`src/rtl/modulation_pkg.sv`:
```
// Types and constants shared by the packet framer and the QPSK modulator bench.
package modulation_pkg;

  typedef enum logic [2:0] {
    S_IDLE,
    S_PREAMBLE,
    S_PAYLOAD,
    S_CHK,
    S_GAP,
    S_FLUSH
  } framer_state_e;

  localparam logic [7:0] PREAMBLE_DEFAULT = 8'hE4;
  localparam int unsigned MIN_GAP = 3;

endpackage

```
`src/rtl/framer_byte_buf.sv`:
```
// One-entry payload holding register. Zero-latency ready; refuses bytes once full or once the packet's last byte is in.
// Discards everything while flushing.
module framer_byte_buf (
  input  logic       clk_slow,
  input  logic       rst,
  input  logic [7:0] din_i,
  input  logic       din_valid_i,
  input  logic       din_last_i,
  output logic       din_ready_o,
  input  logic       flush_i,
  input  logic       pop_i,
  input  logic       clr_last_i,
  output logic       full_o,
  output logic [7:0] byte_o,
  output logic       last_o,
  output logic       last_taken_o
);

  logic       full_q, full_d;
  logic       last_q, last_d;
  logic       taken_q, taken_d;
  logic [7:0] byte_q, byte_d;
  logic       accept;

  assign din_ready_o  = flush_i | (~full_q & ~taken_q);
  assign accept       = din_valid_i & din_ready_o;
  assign full_o       = full_q;
  assign byte_o       = byte_q;
  assign last_o       = last_q;
  assign last_taken_o = taken_q;

  always_comb begin
    full_d  = full_q;
    byte_d  = byte_q;
    last_d  = last_q;
    taken_d = taken_q;
    if (pop_i || flush_i) full_d = 1'b0;
    if (accept && !flush_i) begin
      full_d = 1'b1;
      byte_d = din_i;
      last_d = din_last_i;
    end
    if (accept && din_last_i) taken_d = 1'b1;
    // Clearing on GAP entry wins over a last byte accepted in that same cycle.
    if (clr_last_i) taken_d = 1'b0;
  end

  always_ff @(posedge clk_slow or negedge rst) begin
    if (!rst) begin
      full_q  <= 1'b0;
      byte_q  <= 8'h00;
      last_q  <= 1'b0;
      taken_q <= 1'b0;
    end else begin
      full_q  <= full_d;
      byte_q  <= byte_d;
      last_q  <= last_d;
      taken_q <= taken_d;
    end
  end

endmodule

```
`src/rtl/packet_framer.sv`:
```
// Frames payload bytes as preamble + payload + optional XOR checksum, serialised MSB-first; first bit two cycles after
// the first byte is accepted. Backpressure via din_ready from the one-entry buffer; an empty buffer mid-packet aborts.
module packet_framer
  import modulation_pkg::*;
#(
  parameter int unsigned                PREAMBLE_LEN = 8,
  parameter logic [PREAMBLE_LEN-1:0]    PREAMBLE     = PREAMBLE_LEN'(PREAMBLE_DEFAULT),
  parameter bit                         CHK_EN       = 1'b1,
  parameter int unsigned                GAP_CYCLES   = MIN_GAP
) (
  input  logic       clk_slow,
  input  logic       rst,
  input  logic [7:0] din,
  input  logic       din_valid,
  input  logic       din_last,
  output logic       din_ready,
  output logic       valid,
  output logic       bit_out,
  output logic       busy,
  output logic       pkt_done,
  output logic       err_underrun
);

  localparam logic [7:0] PRE_LAST = 8'(PREAMBLE_LEN - 1);
  localparam logic [7:0] GAP_LAST = 8'(GAP_CYCLES - 1);

  framer_state_e           state_q, state_d;
  logic [7:0]              cnt_q, cnt_d;
  logic [2:0]              bidx_q, bidx_d;
  logic [7:0]              sh_q, sh_d;
  logic [PREAMBLE_LEN-1:0] pre_q, pre_d;
  logic                    cur_last_q, cur_last_d;
  logic [7:0]              chk_q, chk_d;
  logic                    valid_q, valid_d;
  logic                    bit_q, bit_d;
  logic                    busy_q, busy_d;
  logic                    done_q, done_d;
  logic                    err_q, err_d;

  logic       nxt_full, nxt_last, last_taken, pop, clr_last;
  logic [7:0] nxt_byte;

  framer_byte_buf u_buf (
    .clk_slow     (clk_slow),
    .rst          (rst),
    .din_i        (din),
    .din_valid_i  (din_valid),
    .din_last_i   (din_last),
    .din_ready_o  (din_ready),
    .flush_i      (state_q == S_FLUSH),
    .pop_i        (pop),
    .clr_last_i   (clr_last),
    .full_o       (nxt_full),
    .byte_o       (nxt_byte),
    .last_o       (nxt_last),
    .last_taken_o (last_taken)
  );

  always_comb begin
    state_d    = state_q;
    cnt_d      = cnt_q;
    bidx_d     = bidx_q;
    sh_d       = sh_q;
    pre_d      = pre_q;
    cur_last_d = cur_last_q;
    chk_d      = chk_q;
    pop        = 1'b0;
    clr_last   = 1'b0;
    case (state_q)
      S_IDLE: begin
        if (nxt_full) begin
          state_d = S_PREAMBLE;
          cnt_d   = 8'd0;
          pre_d   = PREAMBLE;
        end
      end
      S_PREAMBLE: begin
        pre_d = pre_q << 1;
        if (cnt_q == PRE_LAST) begin
          state_d    = S_PAYLOAD;
          sh_d       = nxt_byte;
          cur_last_d = nxt_last;
          chk_d      = nxt_byte;
          bidx_d     = 3'd0;
          pop        = 1'b1;
        end else begin
          cnt_d = cnt_q + 8'd1;
        end
      end
      S_PAYLOAD: begin
        if (bidx_q != 3'd7) begin
          sh_d   = sh_q << 1;
          bidx_d = bidx_q + 3'd1;
        end else if (cur_last_q) begin
          if (CHK_EN) begin
            state_d = S_CHK;
            sh_d    = chk_q;
            bidx_d  = 3'd0;
          end else begin
            state_d = S_GAP;
            cnt_d   = 8'd0;
          end
        end else if (nxt_full) begin
          sh_d       = nxt_byte;
          cur_last_d = nxt_last;
          chk_d      = chk_q ^ nxt_byte;
          bidx_d     = 3'd0;
          pop        = 1'b1;
        end else begin
          state_d = S_FLUSH;
        end
      end
      S_CHK: begin
        if (bidx_q != 3'd7) begin
          sh_d   = sh_q << 1;
          bidx_d = bidx_q + 3'd1;
        end else begin
          state_d = S_GAP;
          cnt_d   = 8'd0;
        end
      end
      S_GAP: begin
        if (cnt_q == GAP_LAST) state_d = S_IDLE;
        else                   cnt_d   = cnt_q + 8'd1;
      end
      S_FLUSH: begin
        // din_ready is forced high here, so din_valid & din_last is an accepted last byte.
        if (last_taken || (din_valid && din_last)) begin
          state_d = S_GAP;
          cnt_d   = 8'd0;
        end
      end
      default: state_d = S_IDLE;
    endcase
    if (state_d == S_GAP && state_q != S_GAP) clr_last = 1'b1;
  end

  // Outputs are registered from next-state values so they line up with the state being entered.
  always_comb begin
    valid_d = (state_d == S_PREAMBLE) || (state_d == S_PAYLOAD) || (state_d == S_CHK);
    bit_d   = 1'b0;
    if (state_d == S_PREAMBLE) bit_d = pre_d[PREAMBLE_LEN-1];
    else if (valid_d)          bit_d = sh_d[7];
    done_d  = ((state_d == S_CHK) && (bidx_d == 3'd7)) ||
              ((CHK_EN == 1'b0) && (state_d == S_PAYLOAD) && (bidx_d == 3'd7) && cur_last_d);
    err_d   = (state_d == S_FLUSH) && (state_q == S_PAYLOAD);
    busy_d  = (state_d != S_IDLE);
  end

  always_ff @(posedge clk_slow or negedge rst) begin
    if (!rst) begin
      state_q    <= S_IDLE;
      cnt_q      <= 8'd0;
      bidx_q     <= 3'd0;
      sh_q       <= 8'h00;
      pre_q      <= '0;
      cur_last_q <= 1'b0;
      chk_q      <= 8'h00;
      valid_q    <= 1'b0;
      bit_q      <= 1'b0;
      busy_q     <= 1'b0;
      done_q     <= 1'b0;
      err_q      <= 1'b0;
    end else begin
      state_q    <= state_d;
      cnt_q      <= cnt_d;
      bidx_q     <= bidx_d;
      sh_q       <= sh_d;
      pre_q      <= pre_d;
      cur_last_q <= cur_last_d;
      chk_q      <= chk_d;
      valid_q    <= valid_d;
      bit_q      <= bit_d;
      busy_q     <= busy_d;
      done_q     <= done_d;
      err_q      <= err_d;
    end
  end

  assign valid        = valid_q;
  assign bit_out      = bit_q;
  assign busy         = busy_q;
  assign pkt_done     = done_q;
  assign err_underrun = err_q;

endmodule
```
`config.mk`:
```
export PLATFORM = sky130hd
export DESIGN_NAME = packet_framer
export DESIGN_NICKNAME = d
export VERILOG_FILES = /design/src/rtl/modulation_pkg.sv /design/src/rtl/framer_byte_buf.sv /design/src/rtl/packet_framer.sv
export SDC_FILE = /design/constraint.sdc
export NUM_CORES = 1
export LEC_CHECK = 0
export CORE_UTILIZATION = 63
export DETAILED_ROUTE_END_ITERATION = 7
export MAX_ROUTING_LAYER = met4
export PLACE_DENSITY = 0.86
export SLEW_MARGIN = 20
export SYNTH_ARGS = -nofsm -noshare
export SYNTH_HDL_FRONTEND = slang
export SYNTH_SLANG_ARGS = --single-unit
```
`constraint.sdc`:
```
create_clock -name clk_slow -period 4.1 [get_ports clk_slow]
set_input_delay 0.615 -clock clk_slow [delete_from_list [all_inputs] [get_ports clk_slow]]
set_output_delay 0.615 -clock clk_slow [all_outputs]
set_load 0.005 [all_outputs]
```
==> reports/metrics.yaml <==
cells_and_area:
  drive_gt1_share_pct: 13.3
  diodes: 0
  syn_to_final_growth_pct: 9.02
  num-nets-final: 288
  fin_util_pct: 72.7
critical_path:
  cp-end-kind: "output port"
  crit_slowest_cell: "dfrtp_1"
  critPathMaxStageDelay_ns: 0.70
  crit_chain: "nand3b_1, o21ai_0, clkdlybuf4s50_1"
  cp_max_fo: 19
  startpoint_type: "register"
  crit_required_ns: 3.48
  worstSetupPathType: "reg -> out"
  arrival_ns: 1.98
  path_delay_family: "flip-flops"
  cp_num_buf_inv: 1
floorplanning:
  die_w_um: 67.5
  die_h_um: 67.5
  fp.dieArea_sq_mm: 0.00456
  fp.coreArea_sq_mm: 0.00406
  initial_core_util_pct: 66.7
  boundaryPins: 18
  rows: 23
place:
  gp_congestion: 0.904
  numPortBuffers: 17
  dpl.hpwl_mm: 3.63
pwr:
  seq_power_share_pct: 49.2
  switching_share_pct: 37.8
  switchingPower_mw: 0.699
  intPower_mw: 1.15
  p_leak_nw: 1.23
  power_density_mw_per_mm2: 627
  clkPwrFrac_pct: 16.8
  ir_drop_mv: 0.363
  share_comb_of_total_power_pct: 34.0
clock_tree:
  clock_latency_ns: 0.31
  holdBufCountCts: 0
  ctsResizeCount: 0
  clock-sinks: 52
  h-tree-depth: 2
  clock_path_buffers: 2
  cts_tree: "yes"
  cts_root_buf: "clkbuf_8"
  cts_buffers: 5
  clk_pin_slew_ns: 0.09
  post_cts_buffers: 0
sta:
  max_slew_margin_pct: 57.2
  period_share_pct: 63.2
  finClkSkew_ns: 0.00302
  hold_viol_final: 0
  rsz0062_at_grt: "false"
  max_slew.worst_pin.slew_ns: 0.641
  tns_ns: 0
  clock.fmax_ghz: 0.386
  period_minus_slack_ns: 2.59
  slew_viol_final: 0
  setup_viol: 0
logic_synthesis:
  ys_seq_area_share_pct: 48.1
  synth.distinct_cells: 56
  synth-edff-count: 0
  synth_area_per_cell_sq_um: 10.5
  synth_area_sq_mm: 0.00271
  syn_nets: 275
  synth-main-ff-cell: "dfrtp_1"
  ys_warn_count: 0
  syn_inst: 257
  ys_seq_elements: 52
  synthArstFlopShare_pct: 100
grt:
  grt_overflow: 0
  grt_use_total_pct: 27.1
  grt_max_degree: 53
  antenna_found_initial: 0
  grt_pass1_wl_mm: 8.71
  grt_pass1_vias: 1827
drt:
  avgRoutedWirePerCell_um: 16.4
  routed_wl_mm: 5.27
  ant_nets: 0
  viasPerCell: 6.35
  vias: 2038
  drt_iter0_drc: 186
  drt-pass1-iter-count: 7
  drc: 0
job:
  cap_violations: 0
worst_hold_path:
  min_path_type: "in -> async"
run_status:
  status: "finished clean"
==> layer usage <==
layer / part of all wire, % / GRT usage (%) / vias to the layer above
li1: - / - / 981
met1: 49 / 37.7 / 999
met2: 45 / 38.2 / 54
met3: 4.1 / 7.09 / 4
met4: 1.5 / 8.78 / 0
met5: 0 / - / -
==> cell families after synthesis <==
logic type                 share of synthesized area [%]
adders and majority gates                           2.77
buffers and inverters                               4.95
DFF                                                 48.1
xor gates and xnor gates                           0.324
and+or+nand+nor                                     16.8
muxes                                               3.74
AOI/OAI and AO/OA                                   23.3
==> Yosys cell counts (all sizes together), types with 2 or more instances <==
cell type | number | area share, %
a21o | 2 | 0.55
a21oi | 23 | 4.3
a222oi | 6 | 2.2
a22o | 2 | 0.65
a22oi | 2 | 0.55
a311oi | 6 | 1.9
a31oi | 2 | 0.46
a32o | 2 | 0.74
and3 | 3 | 0.69
buf | 11 | 3.1
dfrtp | 52 | 48
ha | 6 | 2.8
inv | 12 | 1.7
mux2 | 9 | 3.7
nand2 | 12 | 1.7
nand2b | 8 | 2.1
nand3 | 9 | 2.0
nor2 | 25 | 3.5
nor2b | 7 | 1.7
nor3 | 3 | 0.55
nor3b | 3 | 1.2
o21ai | 19 | 3.5
o22a | 2 | 0.65
o2bb2ai | 2 | 0.65
o31ai | 6 | 2.6
or2 | 2 | 0.46
==> metrics by stage <==
step | total power [mW] | instance area [sq um] | instances | hold WS [ns] | worst slack (ns)
4_1_cts | 1.85 | 2950 | 321 | 0.426 | 1.55
3_3_place_gp | 1.51 | 2850 | 313 | 0.476 | 1.80
5_1_grt | 1.98 | 2950 | 321 | 0.465 | 1.37
2_1_floorplan | 1.37 | 2710 | 257 | 0.319 | 2.10
3_5_place_dp | 1.54 | 2850 | 313 | 0.485 | 1.73
6_report | 1.85 | 2950 | 321 | 0.387 | 1.51
==> registers in the layout (all words and copies together), names as in the netlist, 3 cells and up <==
register / flops
sh_q: 8
pre_q: 5
bidx_q: 3
u_buf.byte_o: 8
chk_q: 8
state_q: 3
cnt_q: 8
==> cell usage in the layout, fill, tap and decap left out, types with 2 or more instances in the layout <==
cell             synthesis  layout
a21o_1                   2       2
a21oi_1                 23      23
a222oi_1                 6       6
a22o_1                   2       2
a22oi_1                  2       2
a311oi_1                 6       6
a31oi_1                  2       2
a32o_1                   2       2
and3_1                   3       3
clkbuf_8                 0       6
clkdlybuf4s50_1          0      16
clkinvlp_4               0       2
dfrtp_1                 52      52
ha_1                     6       6
inv_1                   11      11
mux2_2                   9       9
nand2_1                 12      12
nand2b_1                 7       7
nand3_1                  7       7
nand3_2                  2       2
nor2_1                  25      25
nor2b_1                  6       6
nor3_1                   3       3
nor3b_2                  2       2
o21ai_0                 11      11
o21ai_1                  8       8
o22a_1                   2       2
o2bb2ai_1                2       2
o31ai_2                  5       5
or2_1                    2       2
==> power by group through the flow <==
stage,registers (mW),logic (mW),clock network [mW]
final,0.911,0.630,0.311
after detailed placement,0.912,0.627,0
after floorplan,0.824,0.542,0
after global routing,0.940,0.702,0.339
after global placement,0.906,0.600,0
after CTS,0.906,0.629,0.319
==> area by class of cell <==
class / instances / area [sq um]
Clock buffer: 6 / 82.6
Inverter: 12 / 45.0
Fill cell: 307 / 1110
Sequential cell: 52 / 1300
Clock inverter: 2 / 15.0
Multi-Input combinational cell: 181 / 1270
Tap cell: 50 / 62.6
Timing Repair Buffer: 18 / 173
==> path summary, 6_finish.rpt <==
kind	from	to	slack [ns]	depth (start not counted)
setup / recovery	state_q[0]	din_ready	1.51	3
hold reg to reg	chk_q[2]	chk_q[2]	0.50	1
max in group asynchronous	rst	cnt_q[0]	3.27	2
hold / removal	rst	bidx_q[2]	0.39	2
setup reg to reg	bidx_q[1]	chk_q[3]	1.82	7
min in group clk_slow	chk_q[2]	chk_q[2]	0.50	1
(Power assumes the default switching activity.)
